## config.mk

```make
export PLATFORM = sky130hd
export DESIGN_NAME = bcd_display_feeder
export DESIGN_NICKNAME = d
export VERILOG_FILES = /design/src/rtl/bcd_display_feeder_pkg.sv /design/src/rtl/bcd_display_feeder_bin_to_bcd_seq.sv /design/src/rtl/bcd_display_feeder.sv
export SDC_FILE = /design/constraint.sdc
export NUM_CORES = 1
export LEC_CHECK = 0
export ABC_AREA = 1
export ABC_CLOCK_PERIOD_IN_PS = 1950
export BUFFER_PORTS_ARGS = -buffer_cell sky130_fd_sc_hd__buf_2
export CORE_MARGIN = 2
export CORE_UTILIZATION = 35
export CTS_CLUSTER_SIZE = 20
export DETAILED_ROUTE_END_ITERATION = 7
export SYNTH_ARGS = -nofsm -noshare
export SYNTH_HDL_FRONTEND = slang
export SYNTH_SLANG_ARGS = --single-unit
export TNS_END_PERCENT = 5
```

## constraint.sdc

```tcl
create_clock -name clk -period 1.95 [get_ports clk]
set_clock_uncertainty 0.2 [all_clocks]
set_input_delay 0.2925 -clock clk [delete_from_list [all_inputs] [get_ports clk]]
set_output_delay 0.2925 -clock clk [all_outputs]
set_load 0.1 [all_outputs]
```

## src/rtl/bcd_display_feeder_pkg.sv

```systemverilog
// bcd_display_feeder_pkg: shared states, BCD constants and the add-3 helper.
package bcd_display_feeder_pkg;
  typedef enum logic [1:0] {IDLE, CONVERT, WAIT_DISP, HOLDOFF} state_t;
  localparam int BCD_DIGITS = 4;
  localparam int BCD_W = 4 * BCD_DIGITS;
  localparam logic [13:0] MAX_VALUE = 14'd9999;
  localparam logic [3:0] ADD3_THRESH = 4'd5;
  function automatic logic [BCD_W-1:0] add3(input logic [BCD_W-1:0] b);
    logic [BCD_W-1:0] r;
    r = b;
    for (int k = 0; k < BCD_DIGITS; k++)
      r[4*k+:4] = b[4*k+:4] + ((b[4*k+:4] >= ADD3_THRESH) ? 4'd3 : 4'd0);
    return r;
  endfunction
endpackage

```

## src/rtl/bcd_display_feeder_bin_to_bcd_seq.sv

```systemverilog
// bin_to_bcd_seq: sequential double dabble, one input bit per cycle.
module bin_to_bcd_seq
  import bcd_display_feeder_pkg::*;
#(
  parameter int BIN_W = 14
) (
  input  logic             clk,
  input  logic             rst,
  input  logic             i_start,
  input  logic [BIN_W-1:0] i_bin_in,
  output logic             o_busy,
  output logic             o_done,
  output logic [BCD_W-1:0] o_bcd_out
);
  localparam int CW = $clog2(BIN_W + 1);
  logic [BIN_W-1:0] r_bin;
  logic [BCD_W-1:0] r_bcd;
  logic [CW-1:0]    r_cnt;
  logic             r_busy;
  logic             r_done;
  logic [BCD_W-1:0] w_adj;
  assign w_adj = add3(r_bcd);
  always_ff @(posedge clk) begin
    if (rst) begin
      r_bin  <= '0;
      r_bcd  <= '0;
      r_cnt  <= '0;
      r_busy <= 1'b0;
      r_done <= 1'b0;
    end else begin
      r_done <= 1'b0;
      if (i_start) begin
        r_bin  <= i_bin_in;
        r_bcd  <= '0;
        r_cnt  <= CW'(BIN_W);
        r_busy <= 1'b1;
      end else if (r_busy) begin
        r_bcd <= {w_adj[BCD_W-2:0], r_bin[BIN_W-1]};
        r_bin <= r_bin << 1;
        r_cnt <= r_cnt - 1'b1;
        if (r_cnt == CW'(1)) begin
          r_busy <= 1'b0;
          r_done <= 1'b1;
        end
      end
    end
  end
  assign o_busy    = r_busy;
  assign o_done    = r_done;
  assign o_bcd_out = r_bcd;
endmodule

```

## src/rtl/bcd_display_feeder.sv

```systemverilog
// bcd_display_feeder: accepts binary values, converts to BCD and feeds the display
// stage with a latch pulse, rate-limited by a refresh holdoff.
module bcd_display_feeder
  import bcd_display_feeder_pkg::*;
#(
  parameter int BIN_W          = 14,
  parameter int REFRESH_CYCLES = 1000000
) (
  input  logic             clk,
  input  logic             rst,
  input  logic             i_value_valid,
  input  logic [BIN_W-1:0] i_value_in,
  output logic             o_value_ready,
  input  logic             i_disp_busy,
  output logic             o_disp_latch,
  output logic [BCD_W-1:0] o_disp_data,
  output logic             o_overflow
);
  localparam int HW = $clog2(REFRESH_CYCLES);
  state_t           r_state, w_next;
  logic [HW-1:0]    r_hold;
  logic             w_accept, w_sat, w_busy, w_done, w_fire;
  logic [BIN_W-1:0] w_bin;
  logic [BCD_W-1:0] w_bcd;
  assign w_accept = (r_state == IDLE) && i_value_valid;
  assign w_sat    = i_value_in > BIN_W'(MAX_VALUE);
  assign w_bin    = w_sat ? BIN_W'(MAX_VALUE) : i_value_in;
  assign w_fire   = (r_state == WAIT_DISP) && !i_disp_busy;
  bin_to_bcd_seq #(.BIN_W(BIN_W)) u_conv (
    .clk      (clk),
    .rst      (rst),
    .i_start  (w_accept),
    .i_bin_in (w_bin),
    .o_busy   (w_busy),
    .o_done   (w_done),
    .o_bcd_out(w_bcd)
  );
  always_comb begin
    w_next = r_state;
    unique case (r_state)
      IDLE:      w_next = i_value_valid ? CONVERT : IDLE;
      CONVERT:   w_next = (w_done && !w_busy) ? WAIT_DISP : CONVERT;
      WAIT_DISP: w_next = i_disp_busy ? WAIT_DISP : HOLDOFF;
      HOLDOFF:   w_next = (r_hold <= HW'(1)) ? IDLE : HOLDOFF;
      default:   w_next = IDLE;
    endcase
  end
  // ready for acceptance exactly REFRESH_CYCLES edges after the latch edge
  always_ff @(posedge clk) begin
    if (rst) begin
      r_state       <= IDLE;
      o_value_ready <= 1'b1;
      o_disp_latch  <= 1'b0;
      o_disp_data   <= '0;
      o_overflow    <= 1'b0;
      r_hold        <= '0;
    end else begin
      r_state       <= w_next;
      o_value_ready <= (w_next == IDLE);
      o_disp_latch  <= w_fire;
      if (w_fire) begin
        o_disp_data <= w_bcd;
        r_hold      <= HW'(REFRESH_CYCLES - 1);
      end else if (r_state == HOLDOFF) begin
        r_hold <= r_hold - 1'b1;
      end
      if (w_accept) o_overflow <= w_sat;
    end
  end
endmodule
```

==> impl_summary.txt, run 1 <==
----------------------------------------------------
[Outcome]
  Result of the run ... complete, no violations

[Pwr]
  Static leakage ... 2.05 nW
  Overall Power ... 3.22 mW
  Peak ir drop on the vdd network ... approximately 0.28 mV
  P per Cell Area ... 752 mW/mm^2

[Die]
  Standard-cell rows ... 37
  Effective utilization at floorplan ... 0.360
  Overall die area ... 0.0114 sq mm
  Height of the die ... 107 um
  Die extent in x ... between 100 and 150 um
  I/O pin total ... 37
  Core area ... about 0.010 sq mm

[CTS]
  Num CTS Buffers ... 9
  Clk Latency, worst-skew pair ... between 0.3 and 0.4 ns
  H-tree depth reported by CTS ... 3
  Worst-path clk slew ... 0.08 ns
  Master cell of the clock root buffer ... sky130_fd_sc_hd__clkbuf_8
  Clock tree from TritonCTS ... done
  Total number of clock tree sinks ... 77
  Post-CTS Hold Fix Bufs ... 0
  Maximum buffer depth of the clock tree ... 2
  Buffers inserted by post-CTS timing repair ... 0

[Routing]
  DRC violation count after routing ... 0
  Iteration-0 DRC Markers ... 103
  Vias per cell ... 4.60
  Remaining antenna violation count ... 0
  Per-cell routed wire length ... 11.2 um
  Wire length after detailed routing ... roughly 7.8 mm
  Via Count ... 3,206
  First-pass DRT Iterations ... 4

[Min path]
  Worst hold-check path type ... input pin to flip-flop

[Logic synthesis]
  Most common cell in the synthesized netlist ... sky130_fd_sc_hd__nand2_1
  EDFF count, synth ... 0
  Yosys reg bits ... 77
  Dominant cells by area after synthesis ... sky130_fd_sc_hd__dfxtp_1 (42%), sky130_fd_sc_hd__nand2_1 (11%), sky130_fd_sc_hd__nor2_1 (8.0%)
  Synth warnings ... 0
  Per-instance average area after synthesis ... 7.25 sq um
  Sequential-to-total area share from yosys stat ... 0.417
  Count of mapped cells out of synthesis ... approximately 500
  Post-synth top area share ... 0.417
  Count of cell types in the netlist ... 30
  Post-synth top area cell ... sky130_fd_sc_hd__dfxtp_1
  Most frequent cells after synthesis ... sky130_fd_sc_hd__nand2_1 (105), sky130_fd_sc_hd__nor2_1 (79), sky130_fd_sc_hd__dfxtp_1 (77)
  Synthesized Nets ... 543
  Most instantiated flip-flop cell in the synthesis netlist ... sky130_fd_sc_hd__dfxtp_1
  Area of the mapped netlist ... ~0.0037 sq mm
  Synth async-reset ratio ... 0

[Finish]
  Area growth syn-to-layout ... 15.8%
  Number of antenna diodes ... 0
  NumNets Final ... 589
  Layout cell share with drive strength beyond 1 ... 0.180
  Fillcell total ... around 1,100
  Flip-flop and latch area ... approximately 0.0015 sq mm
  Filler-free cell count of the finished design ... 697
  Multi-input gate area in the final layout ... around 0.0019 sq mm
  Core Util, Final ... 0.417

[Timing]
  Aggregate negative setup slack ... 0 ns
  Number of slew-limit violations in the final report ... 0
  Worst setup slack after layout ... 0.0825 ns
  Highest attainable clock frequency ... between 500 and 600 MHz
  Setup repair after global routing missed its margin ... true
  Setup-failing EPs final ... 0
  Hold Fails Final Rpt ... 0
  Worst Max-Slew Pin Slew ... approximately 0.50 ns
  Final min period ... approximately 1.9 ns
  Fin crit share ... 0.958
  Relative slew slack ... 0.671

[Global routing]
  Initial antenna violation count ... 0
  Largest net degree at the start of global routing ... 31
  Combined global-route utilization of all metal layers ... 0.149
  Leftover overflow at the end of global routing ... 0
  Wire length of the first global-routing pass ... 13.5 mm
  Vias in the first global route ... about 3,000

[Placement]
  Buffers added on ports ... 36
  Detail Placement HPWL ... about 5.8 mm
  Gpl congestion ... 0.821
  Cell Count Post-Placement ... 681
  Place WS ... 0.0153 ns

[Setup path]
  Worst path required time ... 2.04 ns
  Category of the most critical setup path ... flip-flop to flip-flop
  Kind of cell with the highest combined delay on the critical path ... adder cells
  Slowest cell on the critical path ... sky130_fd_sc_hd__fa_1
  Maximum cell stage delay along the critical path ... 0.40 ns
  List of cells traversed by the critical path ... nor2_1 -> o21ai_2 -> ha_1 -> inv_1 -> fa_1 -> or2_2 -> a21oi_1
  Worst-path maximum fanout ... 2
  Crit path buffers/inverters ... 1
  Worst Setup Start Kind ... flip-flop
  Crit end category ... flip-flop
  Data arrival at the endpoint of the critical path ... slightly below 2 ns

[Run]
  Max-cap violations ... 0

----------------------------------------------------
## per-stage QoR
step	cell area, sq um	hold WS [ns]
2_1_floorplan	3700	0.166
3_3_place_gp	4070	0.237
3_5_place_dp	4070	0.243
4_1_cts	4270	0.0242
5_1_grt	4290	0.0470
6_report	4290	0.0388
## per-layer routing
layer,up-vias,global-route usage,wire length [um]
met1,1435,0.196,3870
met5,-,0,0
met3,11,0.0219,250
met2,47,0.237,3520
li1,1713,-,-
met4,0,0.0779,181
## power breakdown
part / leakage [nW] / internal (mW) / switching [mW] / total [mW]
clock: 0.102 / 0.624 / 0.606 / 1.23
sequential: 0.627 / 1.63 / 0.0357 / 1.66
combinational: 1.32 / 0.111 / 0.220 / 0.330
## layout make-up
| type | count | share of cell area |
|---|---|---|
| clock buffers | 10 | 0.0321 |
| repair buffers | 49 | 0.0648 |
| flip-flops and latches | 77 | 0.360 |
| inverters | 64 | 0.0564 |
| well taps | 136 | 0.0397 |
| multi-input cells | 355 | 0.432 |
| clock inverters | 6 | 0.0143 |
## kinds of logic after synthesis
family / share of synthesized area
and+or+nand+nor: 0.271
buffers and inverters: 0.0859
AOI/OAI and AO/OA: 0.144
DFF: 0.417
xor gates and xnor gates: 0.0237
adders and majority gates: 0.0588
## layout by cell type, fill, tap and decap left out, types with 2 or more instances in the layout
master                     instances
sky130_fd_sc_hd__nand2_1         103
sky130_fd_sc_hd__nor2_1           79
sky130_fd_sc_hd__dfxtp_1          75
sky130_fd_sc_hd__inv_1            58
sky130_fd_sc_hd__a21oi_1          49
sky130_fd_sc_hd__buf_2            36
sky130_fd_sc_hd__o21ai_0          31
sky130_fd_sc_hd__nand3_1          22
sky130_fd_sc_hd__buf_4            13
sky130_fd_sc_hd__o21ai_2          12
sky130_fd_sc_hd__ha_1             11
sky130_fd_sc_hd__clkbuf_8         10
sky130_fd_sc_hd__nand2_2           7
sky130_fd_sc_hd__xor2_1            7
sky130_fd_sc_hd__nor3_1            7
sky130_fd_sc_hd__inv_2             5
sky130_fd_sc_hd__a31oi_1           4
sky130_fd_sc_hd__clkinv_2          4
sky130_fd_sc_hd__fa_1              4
sky130_fd_sc_hd__xnor2_1           3
sky130_fd_sc_hd__nand4_1           3
sky130_fd_sc_hd__o21ai_1           2
sky130_fd_sc_hd__nor2_4            2
sky130_fd_sc_hd__nand3_4           2
sky130_fd_sc_hd__nor2_2            2
sky130_fd_sc_hd__or2_2             2
sky130_fd_sc_hd__dfxtp_2           2
## worst reg2reg max path: stages, from the launching register on
cell	delay, ns
sky130_fd_sc_hd__dfxtp_1	0.32
sky130_fd_sc_hd__nor2_1	0.14
sky130_fd_sc_hd__o21ai_2	0.07
sky130_fd_sc_hd__ha_1	0.17
sky130_fd_sc_hd__inv_1	0.06
sky130_fd_sc_hd__fa_1	0.40
sky130_fd_sc_hd__or2_2	0.30
sky130_fd_sc_hd__a21oi_1	0.15
## sequential cells by signal (all words and copies together), names as in the netlist
signal,cells
u_conv.o_bcd_out,16
u_conv.o_done,1
r_hold,20
u_conv.o_busy,1
o_value_ready,1
o_disp_latch,1
u_conv.r_cnt,4
u_conv.r_bin,14
r_state,2
o_disp_data,16
o_overflow,1
## worst paths after layout
check	start	endpoint	slack, ns	cells past startpoint
min reg2reg	o_disp_data[4]	o_disp_data[4]	0.26	2
min	i_value_in[11]	u_conv.r_bin[11]	0.04	3
max	u_conv.o_bcd_out[12]	u_conv.o_bcd_out[14]	0.08	7
max reg2reg	u_conv.o_bcd_out[12]	u_conv.o_bcd_out[14]	0.08	7
## repair_timing
item / in CTS / in global routing
endpoints found under the setup margin: 1 / 16
resized for setup: 1 / 8
hold endpoints to repair: 0 / 0
Note: power is estimated with default switching activity, not from simulation.
==> run 2: changes to the inputs <==
CORE_UTILIZATION = 42   (was 35)
SETUP_SLACK_MARGIN = 0.5   (was unset)
==> impl_summary.txt, run 2 (same netlist as run 1, synthesis figures left out) <==
----------------------------------------------------
[Global routing]
  Largest net degree at the start of global routing ... 32 (+3.2%)
  Combined global-route utilization of all metal layers ... 0.171 (+0.0219)
  Vias in the first global route ... 3,078 (+2.3%)
  Leftover overflow at the end of global routing ... 0 (unchanged)
  Wire length of the first global-routing pass ... 13.7 mm (+1.7%)
  Initial antenna violation count ... 0 (unchanged)

[Timing]
  Fin crit share ... 0.916 (-0.0414)
  Hold Fails Final Rpt ... 0 (unchanged)
  Aggregate negative setup slack ... 0 ns (unchanged)
  Worst Max-Slew Pin Slew ... 0.493 ns (-0.00392 ns)
  Number of slew-limit violations in the final report ... 0 (unchanged)
  Relative slew slack ... 0.674 (+0.00260)
  Setup repair after global routing missed its margin ... true
  Final min period ... 1.79 ns (-0.0807 ns)
  Highest attainable clock frequency ... 560 MHz (+4.5%)
  Setup-failing EPs final ... 0 (unchanged)

[Placement]
  Gpl congestion ... 0.818 (-0.32%)
  Buffers added on ports ... 36 (unchanged)
  Detail Placement HPWL ... 5.69 mm (-1.3%)
  Cell Count Post-Placement ... 657 (-3.5%)

[Pwr]
  Clock network fraction of total power ... 0.370 (-0.011)
  P per Cell Area ... 718 mW/mm^2 (-4.5%)
  Portion of total power attributed to combinational logic ... 0.113 (+0.011)
  Internal cell power ... 2.36 mW (-0.13%)
  Peak ir drop on the vdd network ... 0.516 mV (+82%)
  Static leakage ... 2.13 nW (+3.9%)
  Psw ... 0.863 mW (+0.22%)
  Fraction of power spent switching nets ... 0.268 (+0.000680)
  Share of total power in sequential cells ... 0.517 (about the same)

[Setup path]
  Crit end category ... flip-flop
  List of cells traversed by the critical path ... nor2_2 -> o21ai_2 -> ha_2 -> inv_1 -> fa_1 -> or2_4 -> a21oi_2
  Critical R2R Capture ... u_conv.o_bcd_out[14]
  Critical path origin ... u_conv.o_bcd_out[12]
  Data arrival at the endpoint of the critical path ... 1.85 ns (-0.11 ns)
  R2r worst-path depth ... 7 (unchanged)
  Kind of cell with the highest combined delay on the critical path ... adder cells
  Worst path required time ... 2.02 ns (-0.02 ns)
  Crit path buffers/inverters ... 1 (unchanged)
  Slack of the worst reg-to-reg path ... 0.16 ns (+0.08 ns)
  Worst-path maximum fanout ... 2 (unchanged)
  Category of the most critical setup path ... flip-flop to flip-flop
  Depth of the critical timing path with buffers and inverters included ... 7 (unchanged)
  Maximum cell stage delay along the critical path ... 0.43 ns (+0.03 ns)
  Worst Setup Start Kind ... flip-flop
  Slowest cell on the critical path ... sky130_fd_sc_hd__fa_1
  Timing endpoint of the critical path ... u_conv.o_bcd_out[14]
  Source of the worst register-to-register timing path ... u_conv.o_bcd_out[12]

[Outcome]
  Result of the run ... complete, no violations

[Die]
  Height of the die ... 97.9 um (-8.4%)
  Core area ... 0.00864 sq mm (-16%)
  Die extent in x ... 97.9 um (-8.4%)
  Overall die area ... 0.00958 sq mm (-16%)
  Standard-cell rows ... 34 (-8.1%)
  Effective utilization at floorplan ... 0.428 (+0.0684)
  I/O pin total ... 37 (unchanged)

[Min path]
  Worst hold-check path type ... input pin to flip-flop

[CTS]
  Maximum buffer depth of the clock tree ... 2 (unchanged)
  Master cell of the clock root buffer ... sky130_fd_sc_hd__clkbuf_8
  Total number of clock tree sinks ... 77 (unchanged)
  Clock tree from TritonCTS ... done
  Num CTS Buffers ... 9 (unchanged)
  Worst-path clk slew ... 0.08 ns (about the same)
  Post-CTS Hold Fix Bufs ... 0 (unchanged)
  Clk Latency, worst-skew pair ... 0.33 ns (-0.02 ns)
  H-tree depth reported by CTS ... 3 (unchanged)

[Finish]
  Filler-free cell count of the finished design ... 683 (-2.0%)
  NumNets Final ... 603 (+2.4%)
  Most common cell after layout, fill and taps aside ... sky130_fd_sc_hd__nand2_1
  Area growth syn-to-layout ... 21.3%
  Highest-count cells in the layout ignoring fill and taps ... sky130_fd_sc_hd__nand2_1 (102), sky130_fd_sc_hd__nor2_1 (76), sky130_fd_sc_hd__dfxtp_1 (62), sky130_fd_sc_hd__inv_1 (56), sky130_fd_sc_hd__a21oi_1 (46)
  Top reg by flops ... r_hold
  Max FFs per register ... 20 (unchanged)
  Core Util, Final ... 0.520 (+0.103)
  Layout cell share with drive strength beyond 1 ... 0.256 (+0.0756)
  Number of antenna diodes ... 0 (unchanged)

[Routing]
  First-pass DRT Iterations ... 4 (unchanged)
  Remaining antenna violation count ... 0 (unchanged)
  DRC violation count after routing ... 0 (unchanged)
  Wire length after detailed routing ... 7.87 mm (+0.77%)
  Met2 routed wirelength ... 3.63 mm (+3.4%)
  Met3 Wirelength ... 300 um (+20%)
  Iteration-0 DRC Markers ... 110 (+6.8%)
  Top layer used by detailed routing ... met4
  Via Count ... 3,281 (+2.3%)
  Vias per cell ... 4.80 (+4.4%)
  Per-cell routed wire length ... 11.5 um (+2.8%)
  Routed metal-1 wire length ... 3.85 mm (-0.52%)

[Run]
  Max-cap violations ... 0 (unchanged)

----------------------------------------------------
[run 2: cell count changes in the layout (fill, tap and decap cells not counted), sizes merged]
cell,delta
clkbuf,+1
inv,+1
buf,+14
clkinv,-2
[run 2: what timing repair did]
action                     4_1_cts  5_1_grt
buffers inserted                 7        3
setup endpoints to repair       88       88
pin swaps                       12        3
resized for setup               20       33
[run 2: layout make-up]
type,count,area [sq um]
fillers,866,4150
inverters,64,258
well taps,108,135
multi-input cells,355,1950
clock buffers,11,131
clock inverters,5,60.1
repair buffers,63,387
flip-flops and latches,77,1570
[run 2: metrics by stage]
| step | setup slack, ns | power, mW | hold slack, ns | instance area [sq um] |
|---|---|---|---|---|
| floorplan | 0.237 | 1.94 | 0.166 | 3720 |
| global placement | 0.214 | 2.04 | 0.236 | 4090 |
| detailed placement | 0.119 | 2.05 | 0.239 | 4090 |
| CTS | 0.170 | 3.25 | 0.0436 | 4380 |
| global route | 0.0871 | 3.39 | 0.0601 | 4490 |
| finish | 0.163 | 3.22 | 0.0588 | 4490 |
[run 2: power by group through the flow]
| stage | clock (mW) | sequential [mW] | combinational (mW) |
|---|---|---|---|
| after floorplan | 0 | 1.71 | 0.222 |
| after global placement | 0 | 1.70 | 0.337 |
| after detailed placement | 0 | 1.70 | 0.345 |
| after CTS | 1.23 | 1.66 | 0.362 |
| after global routing | 1.29 | 1.67 | 0.420 |
| final | 1.19 | 1.67 | 0.366 |
[run 2: how the worst min path moves through the flow]
stage / start / endpoint / slack (ns) / cells after the start
after global placement: o_disp_data[9] / o_disp_data[9] / 0.24 / 2
after detailed placement: o_disp_data[10] / o_disp_data[10] / 0.24 / 2
after global routing: i_value_in[11] / u_conv.r_bin[11] / 0.06 / 3
final: i_value_in[13] / u_conv.r_bin[13] / 0.06 / 3
after floorplan: rst / o_disp_latch / 0.17 / 1
after CTS: i_value_in[13] / u_conv.r_bin[13] / 0.04 / 3
[run 2: worst register-to-register path: cells and delay by family, from the launching register on]
kind / cells / cell delay, ns
adders and majority gates: 2 / 0.61
DFF: 1 / 0.35
and+or+nand+nor: 2 / 0.28
AOI/OAI and AO/OA: 2 / 0.26
buffers and inverters: 1 / 0.04
[run 2: per-layer routing]
metal | vias up | GRT usage
met3 | 8 | 0.0365
met2 | 57 | 0.284
met5 | - | 0
li1 | 1744 | -
met1 | 1472 | 0.227
met4 | 0 | 0.0449
